## src/rtl/stack_alu_pkg.sv

```systemverilog
// Shared opcodes, token codes and FSM states for the stack ALU command path.
package stack_alu_pkg;

  localparam logic [2:0] OP_NOP  = 3'b000;
  localparam logic [2:0] OP_ADD  = 3'b100;
  localparam logic [2:0] OP_MUL  = 3'b101;
  localparam logic [2:0] OP_PUSH = 3'b110;
  localparam logic [2:0] OP_POP  = 3'b111;

  localparam logic [1:0] TOK_ADD = 2'b00;
  localparam logic [1:0] TOK_MUL = 2'b01;
  localparam logic [1:0] TOK_END = 2'b10;
  localparam logic [1:0] TOK_RSV = 2'b11;

  typedef enum logic [1:0] {
    RUN,
    FLUSH,
    CAPTURE,
    RESULT
  } state_t;

endpackage

```

## src/rtl/stack_alu_cmd_sequencer_if.sv

```systemverilog
// Token-in / result-out handshake bundle for the stack ALU sequencer.
interface stack_alu_cmd_sequencer_if #(
  parameter int N = 32
);
  logic         tok_valid;
  logic         tok_ready;
  logic         tok_is_op;
  logic [1:0]   tok_op;
  logic [N-1:0] tok_data;
  logic         res_valid;
  logic         res_ready;
  logic [N-1:0] res_data;
  logic         res_ovf;
  logic         res_err;

  modport master (
    output tok_valid, tok_is_op, tok_op, tok_data, res_ready,
    input  tok_ready, res_valid, res_data, res_ovf, res_err
  );

  modport slave (
    input  tok_valid, tok_is_op, tok_op, tok_data, res_ready,
    output tok_ready, res_valid, res_data, res_ovf, res_err
  );
endinterface

```

## src/rtl/stack_alu_cmd_sequencer.sv

```systemverilog
// RPN token sequencer driving a stack ALU; depth/underflow/END checks
// and the flush path are enabled by STACK_SEQ_DEPTH_CHECK_EN.
module stack_alu_cmd_sequencer #(
  parameter int N     = 32,
  parameter int DEPTH = 8
) (
  input  logic                       CLK,
  input  logic                       RST,
  stack_alu_cmd_sequencer_if.slave   io,
  output logic [2:0]                 alu_opcode,
  output logic [N-1:0]               alu_data,
  input  logic [N-1:0]               alu_result,
  input  logic                       alu_ovf,
  output logic [$clog2(DEPTH+1)-1:0] depth
);
  import stack_alu_pkg::*;

  localparam int DW = $clog2(DEPTH + 1);
  localparam logic [DW-1:0] FULL = DW'(DEPTH);

  state_t       state;
  logic         accept;
  logic         bad;
  logic         arith_d;
  logic         sticky;
  logic         err;
  logic         cap_wait;
  logic         res_valid_q;
  logic [N-1:0] res_data_q;

  assign io.tok_ready = (state == RUN);
  assign io.res_valid = res_valid_q;
  assign io.res_data  = res_data_q;
  assign io.res_ovf   = sticky;
  assign io.res_err   = err;
  assign accept = io.tok_valid && (state == RUN);

`ifdef STACK_SEQ_DEPTH_CHECK_EN
  always_comb begin
    bad = 1'b0;
    if (accept) begin
      if (!io.tok_is_op) begin
        bad = (depth == FULL);
      end else begin
        unique case (io.tok_op)
          TOK_ADD, TOK_MUL: bad = (depth < DW'(2));
          TOK_END:          bad = (depth != DW'(1));
          default:          bad = 1'b1;
        endcase
      end
    end
  end
`else
  assign bad = 1'b0;
`endif

  always_ff @(posedge CLK or posedge RST) begin
    if (RST) begin
      state       <= RUN;
      alu_opcode  <= OP_NOP;
      alu_data    <= '0;
      depth       <= '0;
      arith_d     <= 1'b0;
      sticky      <= 1'b0;
      err         <= 1'b0;
      cap_wait    <= 1'b0;
      res_valid_q <= 1'b0;
      res_data_q  <= '0;
    end else begin
      alu_opcode <= OP_NOP;
      // ALU flags overflow one edge after executing, two after issue
      arith_d <= (alu_opcode == OP_ADD) || (alu_opcode == OP_MUL);
      if (arith_d && alu_ovf) sticky <= 1'b1;
      case (state)
        RUN: begin
          if (accept) begin
            if (bad) begin
              err   <= 1'b1;
              state <= FLUSH;
            end else if (!io.tok_is_op) begin
              alu_opcode <= OP_PUSH;
              alu_data   <= io.tok_data;
              if (depth != FULL) depth <= depth + 1'b1;
            end else begin
              unique case (io.tok_op)
                TOK_ADD, TOK_MUL: begin
                  alu_opcode <= (io.tok_op == TOK_ADD) ? OP_ADD : OP_MUL;
                  if (depth != '0) depth <= depth - 1'b1;
                end
                TOK_END: begin
                  alu_opcode <= OP_POP;
                  depth      <= '0;
                  cap_wait   <= 1'b0;
                  state      <= CAPTURE;
                end
                default: ;
              endcase
            end
          end
        end
        FLUSH: begin
          if (depth != '0) begin
            alu_opcode <= OP_POP;
            depth      <= depth - 1'b1;
          end else begin
            res_data_q  <= '0;
            res_valid_q <= 1'b1;
            state       <= RESULT;
          end
        end
        CAPTURE: begin
          // first edge lets the ALU execute the POP
          if (!cap_wait) begin
            cap_wait <= 1'b1;
          end else begin
            res_data_q  <= alu_result;
            res_valid_q <= 1'b1;
            state       <= RESULT;
          end
        end
        RESULT: begin
          if (io.res_ready) begin
            res_valid_q <= 1'b0;
            sticky      <= 1'b0;
            err         <= 1'b0;
            state       <= RUN;
          end
        end
        default: state <= RUN;
      endcase
    end
  end
endmodule

```

## src/flat_wrapper.sv

```systemverilog
// flat-port wrapper written by rule: the top's interface ports become plain ports
module stack_alu_cmd_sequencer_flat import stack_alu_pkg::*;
#(
  parameter int N     = 32,
  parameter int DEPTH = 8
)
  (CLK, RST, alu_opcode, alu_data, alu_result, alu_ovf, depth, io_tok_valid, io_tok_is_op, io_tok_op, io_tok_data, io_res_ready, io_tok_ready, io_res_valid, io_res_data, io_res_ovf, io_res_err);
  stack_alu_cmd_sequencer_if #(.N(N)) io_i ();
  input  logic CLK;
  input  logic RST;
  output logic [2:0] alu_opcode;
  output logic [N-1:0] alu_data;
  input  logic [N-1:0] alu_result;
  input  logic alu_ovf;
  output logic [$clog2(DEPTH+1)-1:0] depth;
  input wire logic [$bits(io_i.tok_valid)-1:0] io_tok_valid;
  input wire logic [$bits(io_i.tok_is_op)-1:0] io_tok_is_op;
  input wire logic [$bits(io_i.tok_op)-1:0] io_tok_op;
  input wire logic [$bits(io_i.tok_data)-1:0] io_tok_data;
  input wire logic [$bits(io_i.res_ready)-1:0] io_res_ready;
  output wire logic [$bits(io_i.tok_ready)-1:0] io_tok_ready;
  output wire logic [$bits(io_i.res_valid)-1:0] io_res_valid;
  output wire logic [$bits(io_i.res_data)-1:0] io_res_data;
  output wire logic [$bits(io_i.res_ovf)-1:0] io_res_ovf;
  output wire logic [$bits(io_i.res_err)-1:0] io_res_err;
  assign io_i.tok_valid = io_tok_valid;
  assign io_i.tok_is_op = io_tok_is_op;
  assign io_i.tok_op = io_tok_op;
  assign io_i.tok_data = io_tok_data;
  assign io_i.res_ready = io_res_ready;
  assign io_tok_ready = io_i.tok_ready;
  assign io_res_valid = io_i.res_valid;
  assign io_res_data = io_i.res_data;
  assign io_res_ovf = io_i.res_ovf;
  assign io_res_err = io_i.res_err;
  stack_alu_cmd_sequencer #(.N(N), .DEPTH(DEPTH)) u_core (.CLK(CLK), .RST(RST), .io(io_i), .alu_opcode(alu_opcode), .alu_data(alu_data), .alu_result(alu_result), .alu_ovf(alu_ovf), .depth(depth));
endmodule
```

## config.mk

```make
export PLATFORM = sky130hd
export DESIGN_NAME = stack_alu_cmd_sequencer_flat
export DESIGN_NICKNAME = d
export VERILOG_FILES = /design/src/rtl/stack_alu_pkg.sv /design/src/rtl/stack_alu_cmd_sequencer_if.sv /design/src/rtl/stack_alu_cmd_sequencer.sv /design/src/flat_wrapper.sv
export SDC_FILE = /design/constraint.sdc
export NUM_CORES = 1
export LEC_CHECK = 0
export CAP_MARGIN = 20
export CORE_UTILIZATION = 54
export CTS_CLUSTER_SIZE = 24
export DETAILED_ROUTE_END_ITERATION = 7
export DONT_BUFFER_PORTS = 1
export PLACE_DENSITY = 0.8
export SYNTH_ARGS = -nofsm -noshare
export SYNTH_HDL_FRONTEND = slang
export SYNTH_SLANG_ARGS = --single-unit
```

## constraint.sdc

```tcl
create_clock -name CLK -period 2.9 [get_ports CLK]
set_input_delay 0.58 -clock CLK [delete_from_list [all_inputs] [get_ports CLK]]
set_output_delay 0.58 -clock CLK [all_outputs]
set_load 0.02 [all_outputs]
```

* Word-level counts from Yosys, hierarchy flattened
Index checks and enable logic that the tools add are counted.
Word-level totals: bits in registers 77, output and inout port bits 75, word-level logic and storage cells 78
Operators by class: add/sub/neg operators 2, equality and inequality tests 16, muxes and demuxes 33, bitwise gates (word level) 1, reduce and logical (&&, ||, !) cells 17
Operators with widths (count):
- 2-to-1 mux 32 bit | 2
- case mux 32 bit (2 select lines) | 1
- 2-to-1 mux 4 bit | 4
- case mux 4 bit (2 select lines) | 2
- 2-to-1 mux 2 bit | 6
- case mux 3 bit (2 select lines) | 2
- AND reduction 4 bit | 3
- 2-to-1 mux 1 bit | 10
- 2-to-1 mux 3 bit | 3
- case mux 2 bit (4 select lines) | 1
- == test 2 bit (second input constant) | 3
- == test 3 bit (second input constant) | 2
- != test 2 x 1 -> 1 bit (second input constant) | 3
- != test 2 bit (second input constant) | 3
- AND reduction 3 bit | 2
- AND reduction 6 bit | 1
- nonzero test 2 bit | 3
- adder 4 x 1 -> 4 bit (second input constant) | 1
- == test 2 x 1 -> 1 bit (second input constant) | 2
- zero test 2 bit | 2
- != test 4 x 2 -> 1 bit (second input constant) | 1
- != test 4 bit (second input constant) | 1
- nonzero test 4 bit | 1
- subtractor 4 x 1 -> 4 bit (second input constant) | 1
- other kinds (8) | 9

* Depth between registers and ports, before layout
Gate-level depths: netlist of the first run.
depth after elaboration 6, mapped depth 8, depth with buffers taken out 6

* Worst setup path before layout of the first run
Ideal clock, no wire load.
kind reg2reg, from register u_core.depth[0], to register u_core.res_data_q[0] (netlist: u_core.io.res_data[0]), data arrival time 1.881 ns, data required time 2.779 ns, setup slack 0.898 ns, stages on the path, launching flop included 8, buffers on the path 1, clock period less this slack 2.002 ns, path through dfrtp_1 -> inv_1 -> ha_1 -> or3b_4 -> a21oi_4 -> o21ai_2 -> buf_6 -> a22o_1
On the way: word-level cells in the longest chain between the ends 3
Ends and longest elaborated chain:
- start: declaration | RTL line stack_alu_cmd_sequencer.sv:14 | output logic [$clog2(DEPTH+1)-1:0] depth
- start signal: assignment | RTL line stack_alu_cmd_sequencer.sv:83 | if (depth != FULL) depth <= depth + 1'b1;
- start signal: assignment | RTL line stack_alu_cmd_sequencer.sv:88 | if (depth != '0) depth <= depth - 1'b1;
- start signal: assignment | RTL line stack_alu_cmd_sequencer.sv:104 | depth <= depth - 1'b1;
- nonzero test 4 bit | RTL line stack_alu_cmd_sequencer.sv:102 | if (depth != '0) begin
- != test 2 bit (no source line)
- AND reduction 3 bit (no source line)
- end signal: assignment | RTL line stack_alu_cmd_sequencer.sv:116 | res_data_q <= alu_result;
- end: declaration | RTL line stack_alu_cmd_sequencer.sv:29 | logic [N-1:0] res_data_q;
No other way between the ends. A chain may end at the register's enable or synchronous reset.

* Final worst setup path of the first run
from register u_core.depth[0], to register u_core.res_data_q[20] (netlist: u_core.io.res_data[20])
The elaborated chain is that of the path after synthesis.

==> results.json, run 1 <==
{
  "numCtsBuffers": 9,
  "skew_ps": 8.69,
  "arrival_ps": 2510,
  "gr-total-overflow": 0,
  "cts-htree-levels": 3,
  "antenna_cells": 0,
  "syn-cell-area_mm2": 0.00329,
  "clock_latency_ps": 340,
  "drive_gt1_share_pct": 22.9,
  "cts_root_buf": "clkbuf_8",
  "status": "completed",
  "yosys_warnings": 0,
  "finalCritPeriodShare_pct": 79.0,
  "preCtsSetupSlack_ps": 629,
  "fmax_mhz": 436,
  "clock_sinks": 77,
  "netlist_instances": 238,
  "synthTopCellsByArea": "dfrtp_1 (59%), mux2_2 (11%), a22o_1 (8.8%), ha_1 (3.8%), buf_12 (2.4%)",
  "critPathMaxStageDelay_ps": 540,
  "die_y_um": 80.1,
  "portBuffers": 0,
  "crit_chain": "inv_1 > ha_1 > or3b_4 > a21oi_4 > o21ai_2 > buf_4 > a22o_1",
  "wire_per_inst_um": 20.3,
  "synth-main-ff-cell": "dfrtp_1",
  "min_path_type": "in2async",
  "start_kind": "flop",
  "synth-edff-count": 0,
  "synth_seq_cells": 77,
  "clock_path_buffers": 2,
  "antenna_found_initial": 0,
  "maxSlewHeadroom_pct": 50.0,
  "seq_area_frac_synth_pct": 58.6,
  "peakVddDrop_v": 0.000611,
  "tightest_slew_ps": 748,
  "gp_congestion": 0.803,
  "crit_path_end_kind": "flop",
  "whs_ps": 250,
  "fp.dieArea_mm2": 0.00641,
  "core_area_mm2": 0.00589,
  "drtIter0Drc": 64,
  "rsz0062_at_grt": "false",
  "cp.required_ps": 3120,
  "crit_slowest_cell": "dfrtp_1",
  "grt_max_degree": 44,
  "postRouteAntennaNets": 0,
  "async_flop_share_pct": 100,
  "die_x_um": 80.1,
  "cap_violations": 0,
  "finalSetupViolCount": 0,
  "period_needed_ps": 2290,
  "cts_resized": 0,
  "viasPerCell": 6.08,
  "path_buf_inv": 2,
  "synth_top_area_share_pct": 58.6,
  "syn_area_per_cell_um2": 13.8,
  "grt_pass1_wl_mm": 9.84,
  "io_pins": 147,
  "cpLargestDelayFamily": "compound AO/OA/AOI/OAI gates",
  "setup_slack_ps": 609,
  "slew_violations": 0,
  "tns_ps": 0,
  "ys_types": 44,
  "clk_pin_slew_worst_paths_ps": 70,
  "critPathKind": "reg2reg",
  "cts_tree": "built",
  "area_growth_pct": 5.59,
  "power_density_mw_per_mm2": 1360,
  "vias": 1916,
  "post-cts-setup-buffers": 0,
  "cp_max_fo": 32,
  "grt_pass1_vias": 1928,
  "hpwl_mm": 4.52,
  "ctsHoldBuffers": 0,
  "placedCellCount": 301,
  "drt-total-wl_mm": 6.41,
  "hold_viol": 0,
  "drc": 0,
  "leakage_nw": 1.62,
  "final_cell_count_no_fill": 315,
  "fin_nets": 319,
  "first_pass_iters": 4,
  "row_count": 28,
  "start_util_pct": 55.9,
  "synth_top_area_cell": "dfrtp_1",
  "syn-num-nets": 320,
  "grt_usage_pct": 20.7
}
[report_power, final]
part           total, mW  internal (mW)  switching [mW]
Clock              0.870          0.499           0.371
Sequential          2.58           1.58           0.996
Combinational       1.27          0.645           0.623
Total               4.72           2.73            1.99
[final cells by class]
type / count / area (um2)
multi-input cells: 141 / 1190
clock inverters: 4 / 73.8
repair buffers: 2 / 27.5
well taps: 75 / 93.8
clock buffers: 10 / 138
fillers: 485 / 2410
inverters: 6 / 22.5
flip-flops and latches: 77 / 1930
[synth_stat cells (2+ instances only)]
| master | number |
|---|---|
| dfrtp_1 | 77 |
| a22o_1 | 33 |
| mux2_2 | 31 |
| ha_1 | 10 |
| nand2_1 | 9 |
| inv_1 | 6 |
| nor2_1 | 6 |
| o21ai_0 | 5 |
| a21oi_1 | 4 |
| buf_12 | 4 |
| buf_2 | 4 |
| nand3_1 | 4 |
| nor2b_1 | 4 |
| a21o_1 | 3 |
| buf_6 | 3 |
| or2_2 | 3 |
| a211oi_1 | 2 |
| clkbuf_1 | 2 |
| mux2_1 | 2 |
| nand2b_1 | 2 |
[through the flow]
| stage | utilization [%] | power, mW | area, um2 |
|---|---|---|---|
| floorplan | - | 3.75 | 3290 |
| global placement | 55.4 | 3.79 | 3260 |
| detailed placement | 55.4 | 3.87 | 3260 |
| CTS | 59.0 | 4.75 | 3470 |
| global route | 59.0 | 5.00 | 3470 |
| finish | 59.0 | 4.72 | 3470 |
[path summary, 6_finish.rpt]
path,startpoint,to,depth (start not counted),slack [ps]
setup / recovery,u_core.depth[0]$_DFFE_PP0P_,u_core.io.res_data[20]$_DFFE_PP0P_,7,610
hold / removal,RST,u_core.alu_data[10]$_DFFE_PP0P_,1,250
setup reg to reg,u_core.depth[0]$_DFFE_PP0P_,u_core.io.res_data[20]$_DFFE_PP0P_,7,610
hold reg to reg,u_core.cap_wait$_DFFE_PP0P_,u_core.cap_wait$_DFFE_PP0P_,2,550
max in group asynchronous,RST,u_core.io.res_data[10]$_DFFE_PP0P_,2,1970
min in group CLK,io_res_ready,u_core.io.res_ovf$_DFF_PP0_,1,330
[flip-flops by register name, summed over array words and instances (netlist names)]
name	cells
u_core.arith_d	1
u_core.io.res_ovf	1
u_core.io.res_data	32
u_core.depth	4
u_core.io.res_valid	1
u_core.state	2
u_core.alu_opcode	3
u_core.alu_data	32
u_core.cap_wait	1
[cell families after synthesis]
group | share of synthesized area, %
compound gates | 14.3
other cells | 0.114
simple gates | 6.69
buf+inv | 5.21
mux | 11.3
flops | 58.6
fa+ha+maj | 3.80
[layout by cell type (no fill, tap or decap), drive strengths merged]
master   Yosys  routed
a211oi       2       2
a21o         3       3
a21oi        5       5
a22o        33      33
a41o         1       1
a41oi        1       1
and2         2       2
and3         1       1
buf         12       2
bufinv       0       2
clkbuf       2      10
clkinv       0       2
conb         1       1
dfrtp       77      77
ha          10      10
inv          6       6
mux2        33      33
nand2        9       9
nand2b       2       2
nand3        4       4
nand3b       1       1
nand4        1       1
nand4bb      1       1
nor2         6       6
nor2b        4       4
nor3         1       1
nor3b        1       1
nor4bb       1       1
o211ai       1       1
o21a         1       1
o21ai        6       6
o221ai       1       1
o22ai        1       1
o311ai       2       2
o31a         1       1
or2          3       3
or3b         1       1
or4          1       1
[routing by layer]
| layer | wire, um | up-vias | track usage [%] |
|---|---|---|---|
| met5 | 0 | - | 0 |
| met3 | 634 | 9 | 8.52 |
| met2 | 3140 | 98 | 33.2 |
| met4 | 89 | 0 | 9.29 |
| met1 | 2550 | 949 | 24.4 |
| li1 | - | 860 | - |
(Power assumes the default switching activity.)
==> run 2: changes to the inputs <==
==> constraint.sdc (replaced) <==
create_clock -name CLK -period 2.4 [get_ports CLK]
set_input_delay 0.48 -clock CLK [delete_from_list [all_inputs] [get_ports CLK]]
set_output_delay 0.48 -clock CLK [all_outputs]
set_load 0.02 [all_outputs]
==> run 2 against run 1 <==
  * Largest cell class unchanged
  * Critical path depth unchanged
  * Critical path type unchanged
  * Routed wire length is 1.1% lower
  * Die area unchanged
==> results.json, run 2 (same netlist as run 1, synthesis figures left out) <==
{
  "clock_path_buffers": 2,
  "crit_slowest_cell": "or3b_4",
  "preCtsSetupSlack_ps": 245,
  "numCtsBuffers": 9,
  "path_buf_inv": 2,
  "fp.dieArea_mm2": 0.00641,
  "crit_chain": "inv_1 > ha_1 > or3b_4 > a21oi_4 > o21ai_2 > buf_8 > a22o_1",
  "area_growth_pct": 6.46,
  "maxSlewHeadroom_pct": 45.6,
  "setup_slack_ps": 222,
  "finalCritPeriodShare_pct": 90.8,
  "finalSetupViolCount": 0,
  "comb_power_share_pct": 29.1,
  "tightest_slew_ps": 814,
  "drc": 0,
  "r2r-end": "u_core.io.res_data[11]$_DFFE_PP0P_",
  "cap_violations": 0,
  "grt_pass1_vias": 1939,
  "fmax_mhz": 459,
  "core_area_mm2": 0.00589,
  "drive_gt1_share_pct": 24.5,
  "start_kind": "flop",
  "io_pins": 147,
  "postRouteAntennaNets": 0,
  "final_cell_mix": "dfrtp_1 (77), a22o_1 (33), mux2_2 (31)",
  "portBuffers": 0,
  "tns_ps": 0,
  "clk_pin_slew_worst_paths_ps": 80,
  "antenna_cells": 0,
  "first_pass_iters": 7,
  "ctsHoldBuffers": 0,
  "period_needed_ps": 2180,
  "switching_power_mw": 2.39,
  "drtIter0Drc": 73,
  "critPathMaxStageDelay_ps": 430,
  "hold_viol": 0,
  "vias": 1915,
  "antenna_found_initial": 0,
  "cts_resized": 0,
  "grt_max_degree": 41,
  "grt_pass1_wl_mm": 9.79,
  "p_sw_share_pct": 42.2,
  "cts_root_buf": "clkbuf_8",
  "power_density_mw_per_mm2": 1620,
  "cts_tree": "built",
  "slew_violations": 0,
  "rr_startpoint": "u_core.depth[1]$_DFFE_PP0P_",
  "post-cts-setup-buffers": 0,
  "row_count": 28,
  "wire_per_inst_um": 19.8,
  "leakage_nw": 1.63,
  "skew_ps": 8.19,
  "min_path_type": "in2async",
  "viasPerCell": 5.98,
  "cp.required_ps": 2620,
  "fin_nets": 323,
  "start_util_pct": 55.9,
  "whs_ps": 148,
  "final_common_cell": "dfrtp_1",
  "p_int_mw": 3.28,
  "cts-htree-levels": 3,
  "die_x_um": 80.1,
  "drt-total-wl_mm": 6.33,
  "final_util_pct": 59.5,
  "cp_max_fo": 17,
  "arrival_ps": 2400,
  "gp_congestion": 0.796,
  "rr_worst_depth": 7,
  "clock_sinks": 77,
  "die_y_um": 80.1,
  "crit_path_end_kind": "flop",
  "cpLargestDelayFamily": "compound AO/OA/AOI/OAI gates",
  "hpwl_mm": 4.66,
  "power.share.clock_pct": 17.1,
  "critPathKind": "reg2reg",
  "rsz0062_at_grt": "false",
  "status": "completed",
  "grt_usage_pct": 20.9,
  "gr-total-overflow": 0,
  "rrSetupSlack_ps": 220,
  "p_seq_share_pct": 53.8,
  "clock_latency_ps": 340,
  "peakVddDrop_v": 0.000801
}
[run 2: power by group through the flow]
stage          registers [mW]  clock network (mW)  logic, mW
6_report                 3.05               0.968       1.65
5_1_grt                  3.13                1.06       1.84
4_1_cts                  3.06                1.00       1.67
3_5_place_dp             3.08                   0       1.66
3_3_place_gp             3.05                   0       1.53
2_1_floorplan            2.98                   0       1.55
[run 2: per-layer routing]
layer  track usage [%]  vias up  share of wire (%)
met1              24.3      941                 39
met4              11.8        0                2.3
met2              33.9       91                 51
met3              6.82       12                7.9
met5                 0        -                  0
li1                  -      871                  -
[run 2: worst register-to-register path: cells and delay by family, from the launching register on]
family                     cells  cell delay, ps
adders and majority gates      1             190
AOI/OAI and AO/OA              3             740
buffers and inverters          2             320
and+or+nand+nor                1             430
DFF                            1             380
[run 2: through the flow]
stage               area (um2)  power, mW  instances
floorplan                 3290       4.53        238
global placement          3290       4.59        304
detailed placement        3300       4.74        305
CTS                       3500       5.73        320
global route              3500       6.03        320
finish                    3500       5.67        320
[run 2: cell type report]
cell class	count	area (um2)
inverter	6	26.3
sequential	77	1930
tap	75	93.8
multi-input combinational	141	1190
clock inverter	4	47.5
fill	472	2380
clock buffer	11	151
timing repair buffer	6	65.1
[run 2: worst max-delay path by stage]
| stage | startpoint | end | slack (ps) | depth (start not counted) |
|---|---|---|---|---|
| CTS | u_core.depth[1]$_DFFE_PP0P_ | u_core.io.res_data[10]$_DFFE_PP0P_ | 230 | 7 |
| global route | u_core.depth[1]$_DFFE_PP0P_ | u_core.io.res_data[11]$_DFFE_PP0P_ | 100 | 7 |
| finish | u_core.depth[1]$_DFFE_PP0P_ | u_core.io.res_data[11]$_DFFE_PP0P_ | 220 | 7 |
| global placement | u_core.depth[0]$_DFFE_PP0P_ | u_core.io.res_data[14]$_DFFE_PP0P_ | 290 | 6 |
| floorplan | u_core.depth[0]$_DFFE_PP0P_ | u_core.io.res_data[0]$_DFFE_PP0P_ | 400 | 7 |
| detailed placement | u_core.depth[1]$_DFFE_PP0P_ | u_core.io.res_data[10]$_DFFE_PP0P_ | 240 | 7 |
==> run 3: changes to the inputs <==
--- a/config.mk
+++ b/config.mk
@@ -5,9 +5,9 @@
 export SDC_FILE = /design/constraint.sdc
 export NUM_CORES = 1
 export LEC_CHECK = 0
+export ABC_AREA = 0
 export CAP_MARGIN = 20
 export CORE_UTILIZATION = 54
-export CTS_CLUSTER_SIZE = 24
 export DETAILED_ROUTE_END_ITERATION = 7
 export DONT_BUFFER_PORTS = 1
 export PLACE_DENSITY = 0.8
==> results of run 3 <==
Same layout as run 2: the final DEF is identical, and so are final timing and power.
